**config.mk**
```make
export PLATFORM = sky130hd
export DESIGN_NAME = cpu_bus_arbiter
export DESIGN_NICKNAME = d
export VERILOG_FILES = /design/src/rtl/cpu_bus_arbiter.sv
export SDC_FILE = /design/constraint.sdc
export NUM_CORES = 1
export LEC_CHECK = 0
export CAP_MARGIN = 5
export CORE_MARGIN = 2
export CORE_UTILIZATION = 42
export CTS_BUF_LIST = sky130_fd_sc_hd__clkbuf_4 sky130_fd_sc_hd__clkbuf_8 sky130_fd_sc_hd__clkbuf_16
export CTS_CLUSTER_DIAMETER = 30
export DETAILED_ROUTE_END_ITERATION = 10
export GPL_TIMING_DRIVEN = 0
export PLACE_DENSITY = 0.92
export SKIP_CTS_REPAIR_TIMING = 1
export SYNTH_ARGS = -nofsm -noshare
export SYNTH_HDL_FRONTEND = slang
export SYNTH_SLANG_ARGS = --single-unit
```
**constraint.sdc**
```tcl
create_clock -name i_clk -period 8.5 [get_ports i_clk]
set_clock_uncertainty 0.15 [all_clocks]
set_input_delay 1.275 -clock i_clk [delete_from_list [all_inputs] [get_ports i_clk]]
set_output_delay 1.275 -clock i_clk [all_outputs]
set_load 0.05 [all_outputs]
```
**src/rtl/cpu_bus_arbiter.sv**
```systemverilog
// Two-port round-robin arbiter for the external strobe/ready memory bus.
// Runs one transaction at a time; a stalled transfer is aborted by timeout.
module cpu_bus_arbiter #(
    parameter int ADDR_W  = 32,
    parameter int DATA_W  = 32,
    parameter int TIMEOUT = 255,
    parameter int CNT_W   = 8
) (
    input  logic              i_clk,
    input  logic              i_rst,
    input  logic [1:0]        i_req,
    input  logic [1:0]        i_we,
    input  logic [ADDR_W-1:0] i_addr0,
    input  logic [ADDR_W-1:0] i_addr1,
    input  logic [DATA_W-1:0] i_wdata0,
    input  logic [DATA_W-1:0] i_wdata1,
    output logic [1:0]        o_done,
    output logic              o_err,
    output logic [DATA_W-1:0] o_rdata,
    output logic              o_owner,
    output logic              o_busy,
    output logic              o_bus_clk,
    output logic              o_bus_we,
    output logic [ADDR_W-1:0] o_bus_addr,
    output logic [DATA_W-1:0] o_bus_data,
    input  logic [DATA_W-1:0] i_bus_data,
    input  logic              i_bus_data_ready
);

    typedef enum logic [1:0] {
        IDLE    = 2'd0,
        STROBE  = 2'd1,
        RELEASE = 2'd2
    } state_t;

    localparam logic [CNT_W-1:0] CNT_LAST =
        CNT_W'((TIMEOUT > 0) ? TIMEOUT - 1 : 0);

    state_t state_q, state_d;

    logic [1:0]        done_q, done_d;
    logic              err_q, err_d;
    logic [DATA_W-1:0] rdata_q, rdata_d;
    logic              owner_q, owner_d;
    logic              busy_q, busy_d;
    logic              bus_clk_q, bus_clk_d;
    logic              bus_we_q, bus_we_d;
    logic [ADDR_W-1:0] bus_addr_q, bus_addr_d;
    logic [DATA_W-1:0] bus_data_q, bus_data_d;
    logic [CNT_W-1:0]  cnt_q, cnt_d;
    // Port that wins the next tie; flips to the loser on every grant.
    logic              prio_q, prio_d;

    logic win;
    logic timeout_hit;

    always_comb begin
        win = 1'b0;
        unique case (1'b1)
            (i_req == 2'b11): win = prio_q;
            (i_req == 2'b10): win = 1'b1;
            default:          win = 1'b0;
        endcase
    end

    assign timeout_hit = (TIMEOUT != 0) && (cnt_q == CNT_LAST);

    always_ff @(posedge i_clk or posedge i_rst) begin
        if (i_rst) begin
            state_q <= IDLE;
        end else begin
            state_q <= state_d;
        end
    end

    always_comb begin
        state_d = state_q;
        case (state_q)
            IDLE: begin
                if (|i_req) begin
                    state_d = STROBE;
                end
            end
            STROBE: begin
                if (i_bus_data_ready || timeout_hit) begin
                    state_d = RELEASE;
                end
            end
            RELEASE: state_d = IDLE;
            default: state_d = IDLE;
        endcase
    end

    always_comb begin
        done_d     = done_q;
        err_d      = err_q;
        rdata_d    = rdata_q;
        owner_d    = owner_q;
        busy_d     = busy_q;
        bus_clk_d  = bus_clk_q;
        bus_we_d   = bus_we_q;
        bus_addr_d = bus_addr_q;
        bus_data_d = bus_data_q;
        cnt_d      = cnt_q;
        prio_d     = prio_q;
        case (state_q)
            IDLE: begin
                if (|i_req) begin
                    bus_clk_d  = 1'b1;
                    busy_d     = 1'b1;
                    owner_d    = win;
                    prio_d     = ~win;
                    cnt_d      = '0;
                    bus_we_d   = i_we[win];
                    bus_addr_d = win ? i_addr1 : i_addr0;
                    bus_data_d = win ? i_wdata1 : i_wdata0;
                end
            end
            STROBE: begin
                if (i_bus_data_ready) begin
                    bus_clk_d = 1'b0;
                    rdata_d   = bus_we_q ? '0 : i_bus_data;
                    done_d    = owner_q ? 2'b10 : 2'b01;
                    err_d     = 1'b0;
                end else if (timeout_hit) begin
                    bus_clk_d = 1'b0;
                    rdata_d   = '0;
                    done_d    = owner_q ? 2'b10 : 2'b01;
                    err_d     = 1'b1;
                end else begin
                    cnt_d = cnt_q + 1'b1;
                end
            end
            RELEASE: begin
                done_d   = 2'b00;
                err_d    = 1'b0;
                rdata_d  = '0;
                bus_we_d = 1'b0;
                busy_d   = 1'b0;
            end
            default: begin
                bus_clk_d = 1'b0;
            end
        endcase
    end

    always_ff @(posedge i_clk or posedge i_rst) begin
        if (i_rst) begin
            done_q     <= 2'b00;
            err_q      <= 1'b0;
            rdata_q    <= '0;
            owner_q    <= 1'b0;
            busy_q     <= 1'b0;
            bus_clk_q  <= 1'b0;
            bus_we_q   <= 1'b0;
            bus_addr_q <= '0;
            bus_data_q <= '0;
            cnt_q      <= '0;
            prio_q     <= 1'b0;
        end else begin
            done_q     <= done_d;
            err_q      <= err_d;
            rdata_q    <= rdata_d;
            owner_q    <= owner_d;
            busy_q     <= busy_d;
            bus_clk_q  <= bus_clk_d;
            bus_we_q   <= bus_we_d;
            bus_addr_q <= bus_addr_d;
            bus_data_q <= bus_data_d;
            cnt_q      <= cnt_d;
            prio_q     <= prio_d;
        end
    end

    assign o_done     = done_q;
    assign o_err      = err_q;
    assign o_rdata    = rdata_q;
    assign o_owner    = owner_q;
    assign o_busy     = busy_q;
    assign o_bus_clk  = bus_clk_q;
    assign o_bus_we   = bus_we_q;
    assign o_bus_addr = bus_addr_q;
    assign o_bus_data = bus_data_q;

endmodule

```
* After elaboration in Yosys (flattened, before gate mapping)
Cells that the tools add are included.
Cells by class: bitwise gates (word level) 2, order comparisons 1, mux-type cells 30, reduce and logical (&&, ||, !) cells 12, add/subtract/negate cells 1, eq/ne operators 10
Operator list (count):
- 2-to-1 mux 32 bit | 5
- case mux 32 bit (2 select lines) | 1
- 2-to-1 mux 8 bit | 3
- case mux 8 bit (2 select lines) | 1
- 2-to-1 mux 2 bit | 5
- adder 8 x 1 -> 8 bit (second input constant) | 1
- == test 8 bit (second input constant) | 1
- 2-to-1 mux 1 bit | 8
- inequality test 2 bit (second input constant) | 4
- case mux 1 bit (2 select lines) | 4
- case mux 2 bit (2 select lines) | 2
- AND reduction 2 bit | 4
- == test 2 bit (second input constant) | 3
- nonzero test 2 bit | 3
- AND reduction 4 bit | 1
- inequality test 3 bit (second input constant) | 1
- case mux 1 bit (3 select lines) | 1
- AND reduction 3 bit | 1
- == test 2 x 1 -> 1 bit (second input constant) | 1
- zero test 2 bit | 1
- less-than comparator 1 x 2 -> 1 bit (second input constant) | 1
- inverter 1 bit | 2
- OR reduction 2 bit | 1
- logical OR 1 bit | 1
Storage, ports and cells: word-level logic and storage cells 68, input port bits 167, bits in registers 114, output and inout bits 103

* Logic depth before layout (Yosys ltp)
Gate-level depths: netlist of the first run.
depth in word-level cells 6, gate-level depth with buffers 9, mapped depth without buffers 7

* Least setup slack after synthesis of the first run
OpenSTA, ideal clock, no wires.
path type input to register, from in i_req[0], to reg bus_addr_q[0] (netlist: o_bus_addr[0]), setup slack 5.876 ns, required time 8.224 ns, setup time 0.126 ns, stages 6, arrival time 2.348 ns, path buffers 2, path through or2_1 nand2_2 nor2b_1 buf_2 buf_2 a221o_1
On the way: word-level cells in the longest chain between the ends 3, elaborated cells between the ends (all ways) 6, classes of those cells eq/ne (2); mux (2); reduce/logical (2)
Ends and longest elaborated chain:
- start: declaration | RTL line 11 | input logic [1:0] i_req,
- == test 2 bit, on equally long branches | RTL line 61, 60
- case mux 1 bit (2 select lines) | RTL line 59 | unique case (1'b1)
- 2-to-1 mux 32 bit | RTL line 115 | bus_addr_d = win ? i_addr1 : i_addr0;
- end signal: assignment | RTL line 168 | bus_addr_q <= bus_addr_d;
- end: declaration | RTL line 48 | logic [ADDR_W-1:0] bus_addr_q, bus_addr_d;
Parallel ways exist; a longest one is shown, timed or not. A chain may end at the register's enable or synchronous reset.

* Worst setup path in the final report of the first run
from in i_req[0], to reg bus_addr_q[17] (netlist: o_bus_addr[17])
The elaborated chain is that of the path after synthesis.

==> results.yml, run 1 <==
critical_path:
  endpoint_kind: "flop"
  startpoint_type: "input pin"
  ff2ff_path_depth: 7
  arrival_ns: 3.27
  worstPathRequired_ns: 8.63
  worst-setup-path-type: "input pin to flop"
  cpPeakStageDelay_ns: 0.48
  path_cells: "clkdlybuf4s50_1, inv_1, o21ai_0, nor3_1, buf_2, buf_1, a221o_1"
  slowest_stage: "clkdlybuf4s50_1"
  path_max_fanout: 10
yosys:
  yosys_warnings: 0
  syn_inst: 383
  syn_nets: 552
  syn_area_per_cell_um2: 12.68
  syn_area_um2: 4857
  ys_seq_area_share_pct: 58.73
  synth.distinct_cells: 41
  ys_seq_elements: 114
routing:
  drt_iter0_drc: 305
  dr.pass1.iters: 4
  drc_errors: 0
  ant_nets: 0
  dr_total_vias: 4593
  wl_mm: 16.74
  wl_per_cell_um: 20.24
  viasPerCell: 5.554
layout:
  drive_gt1_share_pct: 8.772
  nNetsFinal: 841
  syn2layout_area_growth_pct: 72.05
  final_area_um2: 8357
  n_fill_cell: 727
  antenna_cells: 0
  layout_commonest_cell: "clkdlybuf4s50_1"
  mostFrequentLayoutCells: "clkdlybuf4s50_1 (269), dfrtp_1 (114), a221o_1 (64), and2_1 (58), a22o_1 (32)"
cts:
  htree_num_levels: 4
  root_buffer: "clkbuf_16"
  insertion_delay_ns: 0.41
  clk_pin_slew_ns: 0.06
  cts.sink_count: 114
  cts_max_path_buffers: 2
  cts_made_buffers: 17
  cts_tree: "built"
timing:
  slew_violations: 0
  setup_tns_ns: 0
  layout_min_cycle_time_ns: 3.138
  finalSetupViolCount: 0
  fin_crit_sh_pct: 36.91
  rsz0062_at_grt: "false"
  finalHoldViolCount: 0
  timing.fmax_mhz: 318.7
  relSlewSlack_pct: 52.32
  worstMarginPinSlew_ns: 0.7152
flow_run:
  max_cap_violations: 0
floorplan:
  die_width_um: 111.5
  initial_core_util_pct: 42.72
  fp.dieH_um: 111.5
  rows: 39
  die_area_um2: 12440
  core_area_um2: 11370
  ioPinCount: 270
pwr:
  switching_share_pct: 45.55
  power.share.clock_pct: 19.2
  vdd_drop_max_mv: 0.3002
  power_density_nw_per_um2: 446.9
  leakage_nw: 3.591
  switchingPower_mw: 1.701
  power.share.combinational_pct: 55.8
  pwr-share-seq_pct: 25.1
  internal_power_mw: 2.033
global_routing:
  grt_antenna_before_repair: 0
  grt_max_degree: 59
  grt_overflow: 0
  grt_pass1_vias: 5012
  grt_usage_pct: 27.23
  grt_pass1_wl_mm: 26.54
placed_design:
  dpl.hpwl_mm: 12.04
  place_area_um2: 7759
  gp_congestion: 0.8819
  port_buffers: 269
run_status:
  status: "completed"
min_path:
  min_path_type: "flop to flop"
  whs_path_depth: 2
critical path: cells and delay by family:
kind	cells	cell delay, ns
buf+inv	4	1.01
compound gates	2	0.81
simple gates	1	0.16
path summary, 6_finish.rpt:
kind | start | endpoint | slack, ns
max in group asynchronous | i_rst | o_bus_addr[31] | 6.28
min in group asynchronous | i_rst | o_busy | 1.20
max reg2reg | cnt_q[0] | o_rdata[16] | 6.27
max | i_req[0] | o_bus_addr[17] | 5.36
min reg2reg | o_busy | o_busy | 0.33
min | o_busy | o_busy | 0.33
final cells by class:
cell class / instances / area [um^2] / area share (%)
flip-flops and latches: 114 / 2853 / 34.14
repair buffers: 270 / 2720 / 32.55
multi-input cells: 232 / 1824 / 21.83
clock buffers: 22 / 494.2 / 5.914
well taps: 143 / 178.9 / 2.141
plain buffers: 32 / 161.4 / 1.931
clock inverters: 9 / 103.9 / 1.243
inverters: 5 / 21.27 / 0.2545
Yosys cell counts (all sizes together):
cell type / instances / area share (%)
dfrtp: 114 / 59
a221o: 64 / 13
and2: 64 / 8.2
a22o: 32 / 5.8
buf: 23 / 2.6
nand2: 10 / 0.82
clkbuf: 9 / 0.70
o31ai: 9 / 1.4
inv: 5 / 0.39
nor2: 5 / 0.54
o21ai: 5 / 0.52
a21o: 4 / 0.62
and3: 4 / 0.62
o211ai: 4 / 0.62
a21oi: 3 / 0.31
a31oi: 3 / 0.39
nand2b: 3 / 0.54
nand3: 3 / 0.31
ha: 2 / 0.52
nor2b: 2 / 0.26
o41ai: 2 / 0.67
or2: 2 / 0.26
a2bb2oi: 1 / 0.31
a32o: 1 / 0.21
and4: 1 / 0.23
mux2i: 1 / 0.21
nand4b: 1 / 0.18
nor3: 1 / 0.10
nor3b: 1 / 0.15
nor4: 1 / 0.13
o21a: 1 / 0.15
o311ai: 1 / 0.18
or3: 1 / 0.13
registers in the layout, summed over array words and instances, names as in the netlist:
name        count
cnt_q           8
o_bus_addr     32
o_bus_clk       1
o_bus_data     32
o_bus_we        1
o_busy          1
o_done          2
o_err           1
o_owner         1
o_rdata        32
prio_q          1
state_q         2
power groups by stage:
stage	Combinational (mW)	Sequential [mW]	Clock, mW
after floorplan	0.551	1.71	0
after CTS	2.09	0.934	0.725
after global routing	2.17	0.962	0.752
final	2.08	0.936	0.716
after global placement	2.03	0.917	0
after detailed placement	2.07	0.930	0
cells by family after synthesis:
family	count (synthesis)	synth area share [%]
AOI/OAI and AO/OA	130	24.32
DFF	114	58.73
and+or+nand+nor	99	12.52
buffers and inverters	37	3.709
adders and majority gates	2	0.5151
muxes	1	0.2061
layer usage:
layer	part of all wire (%)	vias up	GRT usage (%)
met1	39	2257	30.98
li1	-	2056	-
met3	7.2	37	8.438
met2	51	243	47.68
met5	0	-	0
met4	2.9	0	11.36
stage by stage:
step           hold WS [ns]  std cells  worst slack [ns]  utilization (%)  power, mW
5_1_grt              0.3588        827             5.288            73.50      3.884
3_5_place_dp         0.3227        796             5.037            68.24      3.000
2_1_floorplan        0.2944        383             4.059                -      2.264
6_report             0.3314        827             5.362            73.50      3.735
3_3_place_gp         0.3082        795             2.619            67.98      2.945
4_1_cts              0.3359        827             5.413            73.50      3.749
Note: power is estimated with default switching activity, not from simulation.
==> run 2: changes to the inputs <==
--- a/config.mk
+++ b/config.mk
@@ -7,12 +7,12 @@
 export LEC_CHECK = 0
 export CAP_MARGIN = 5
 export CORE_MARGIN = 2
-export CORE_UTILIZATION = 42
+export CORE_UTILIZATION = 35
 export CTS_BUF_LIST = sky130_fd_sc_hd__clkbuf_4 sky130_fd_sc_hd__clkbuf_8 sky130_fd_sc_hd__clkbuf_16
 export CTS_CLUSTER_DIAMETER = 30
 export DETAILED_ROUTE_END_ITERATION = 10
 export GPL_TIMING_DRIVEN = 0
-export PLACE_DENSITY = 0.92
+export PLACE_DENSITY = 0.83
 export SKIP_CTS_REPAIR_TIMING = 1
 export SYNTH_ARGS = -nofsm -noshare
 export SYNTH_HDL_FRONTEND = slang
==> constraint.sdc (replaced) <==
create_clock -name i_clk -period 2.6 [get_ports i_clk]
set_clock_uncertainty 0.15 [all_clocks]
set_input_delay 0.39 -clock i_clk [delete_from_list [all_inputs] [get_ports i_clk]]
set_output_delay 0.39 -clock i_clk [all_outputs]
set_load 0.05 [all_outputs]
==> results.yml, run 2 (synthesized netlist as in run 1, its figures left out) <==
critical_path:
  worst-setup-path-type: "flop to flop"
  path_max_fanout: 10
  arrival_ns: 2.39
  startpoint_type: "flop"
  endpoint_kind: "flop"
  worstPathRequired_ns: 2.79
routing:
  drc_errors: 0
  wl_per_cell_um: 18.34
  viasPerCell: 5.199
  ant_nets: 0
  dr_total_vias: 4497
  dr.pass1.iters: 4
  wl_mm: 15.86
  drt_iter0_drc: 207
cts:
  cts.sink_count: 114
  insertion_delay_ns: 0.40
  cts_max_path_buffers: 2
  root_buffer: "clkbuf_16"
  cts_tree: "built"
  clk_pin_slew_ns: 0.05
  cts_made_buffers: 17
  htree_num_levels: 4
global_routing:
  grt_overflow: 0
  use_met3_pct: 6.648
  grt_usage_pct: 21.47
  grtUsageMet1_pct: 24.69
  grt_antenna_before_repair: 0
  grt_max_degree: 45
  gr-usage-met2_pct: 37.05
  grt_pass1_vias: 4814
  grt_pass1_wl_mm: 24.34
  grt.busiest_layer: "met2"
layout:
  mostFrequentLayoutCells: "clkdlybuf4s50_1 (269), dfrtp_1 (114), a221o_1 (64), and2_1 (58), a22o_1 (32)"
  syn2layout_area_growth_pct: 73.47
  layout_commonest_cell: "clkdlybuf4s50_1"
  antenna_cells: 0
  drive_gt1_share_pct: 8.905
  finalNonFillerCells: 865
  nNetsFinal: 842
  final_area_um2: 8426
  final_util_pct: 61.41
min_path:
  min_path_type: "input pin to asynchronous set/reset pin"
floorplan:
  rows: 43
  fp.dieH_um: 121.8
  initial_core_util_pct: 35.40
  die_width_um: 121.8
  ioPinCount: 270
  core_area_um2: 13720
  die_area_um2: 14840
placed_design:
  placedCellCount: 834
  gp_congestion: 0.7919
  pre_cts_slack_ns: -0.0003026
  dpl.hpwl_mm: 12.05
  place_area_um2: 7819
  port_buffers: 269
timing:
  holdWs_ns: 0.3201
  rsz0062_at_grt: "false"
  fin_crit_sh_pct: 84.63
  timing.fmax_mhz: 454.5
  relSlewSlack_pct: 49.74
  finalWorstSetupSlack_ns: 0.3996
  finalSetupViolCount: 0
  layout_min_cycle_time_ns: 2.200
  worstMarginPinSlew_ns: 0.7523
  slew_violations: 0
  finalHoldViolCount: 0
pwr:
  internal_power_mw: 6.699
  pwr-share-seq_pct: 25.0
  leakage_nw: 3.594
  power.share.clock_pct: 19.5
  vdd_drop_max_mv: 0.6713
  power_density_nw_per_um2: 1444
  switching_share_pct: 44.95
  switchingPower_mw: 5.470
  power.share.combinational_pct: 55.5
run_status:
  status: "completed"
flow_run:
  max_cap_violations: 0
## run 2: cell types whose count changed in the layout (fill, tap and decap cells not counted), sizes merged
| cell | previous run | this run |
|---|---|---|
| clkinvlp | 2 | 4 |
| buf | 24 | 25 |
| bufinv | 2 | 3 |
| clkbuf | 31 | 30 |
| clkinv | 5 | 4 |
| inv | 5 | 4 |
## run 2: cell type report
| type | instances | area [um^2] |
|---|---|---|
| Fill cell | 1043 | 5294 |
| Clock inverter | 10 | 132.6 |
| Timing Repair Buffer | 271 | 2733 |
| Clock buffer | 21 | 474.2 |
| Inverter | 5 | 22.52 |
| Multi-Input combinational cell | 232 | 1824 |
| Sequential cell | 114 | 2853 |
| Tap cell | 180 | 225.2 |
| Buffer | 32 | 161.4 |
## run 2: critical path: stages, from the launching register on
cell and delay, ns:
dfrtp_1 0.39, inv_1 0.06, ha_1 0.19, and3_1 0.19
a21oi_1 0.42, o21a_1 0.28, buf_2 0.28, a22o_1 0.17
## run 2: layer usage
layer  share of wire (%)  up-vias
met5                   0        -
met2                  51      214
met4                 1.8        0
li1                    -     2056
met3                 7.5       23
met1                  40     2204
## run 2: power groups by stage
| stage | registers [mW] | clock network [mW] | logic [mW] |
|---|---|---|---|
| 2_1_floorplan | 5.60 | 0 | 1.80 |
| 3_3_place_gp | 3.01 | 0 | 6.64 |
| 3_5_place_dp | 3.04 | 0 | 6.76 |
| 4_1_cts | 3.04 | 2.40 | 6.80 |
| 5_1_grt | 3.14 | 2.49 | 7.09 |
| 6_report | 3.04 | 2.37 | 6.76 |
## run 2: path summary, 6_finish.rpt
check                           slack (ns)  cells past startpoint  startpoint              to
worst min-delay path                  0.32                      2       i_rst      o_rdata[6]
max in group asynchronous             1.32                      3       i_rst  o_bus_data[24]
min in group i_clk                    0.34                      1      prio_q          prio_q
worst max register to register        0.40                      7    cnt_q[0]     o_rdata[29]
worst min register to register        0.34                      1      prio_q          prio_q
worst max-delay path                  0.40                      7    cnt_q[0]     o_rdata[29]
## run 2: stage by stage
| stage | power (mW) | TNS, ns |
|---|---|---|
| final | 12.17 | 0 |
| after global routing | 12.73 | 0 |
| after CTS | 12.25 | 0 |
| after detailed placement | 9.803 | -0.0003026 |
| after global placement | 9.652 | -35.86 |
| after floorplan | 7.402 | 0 |
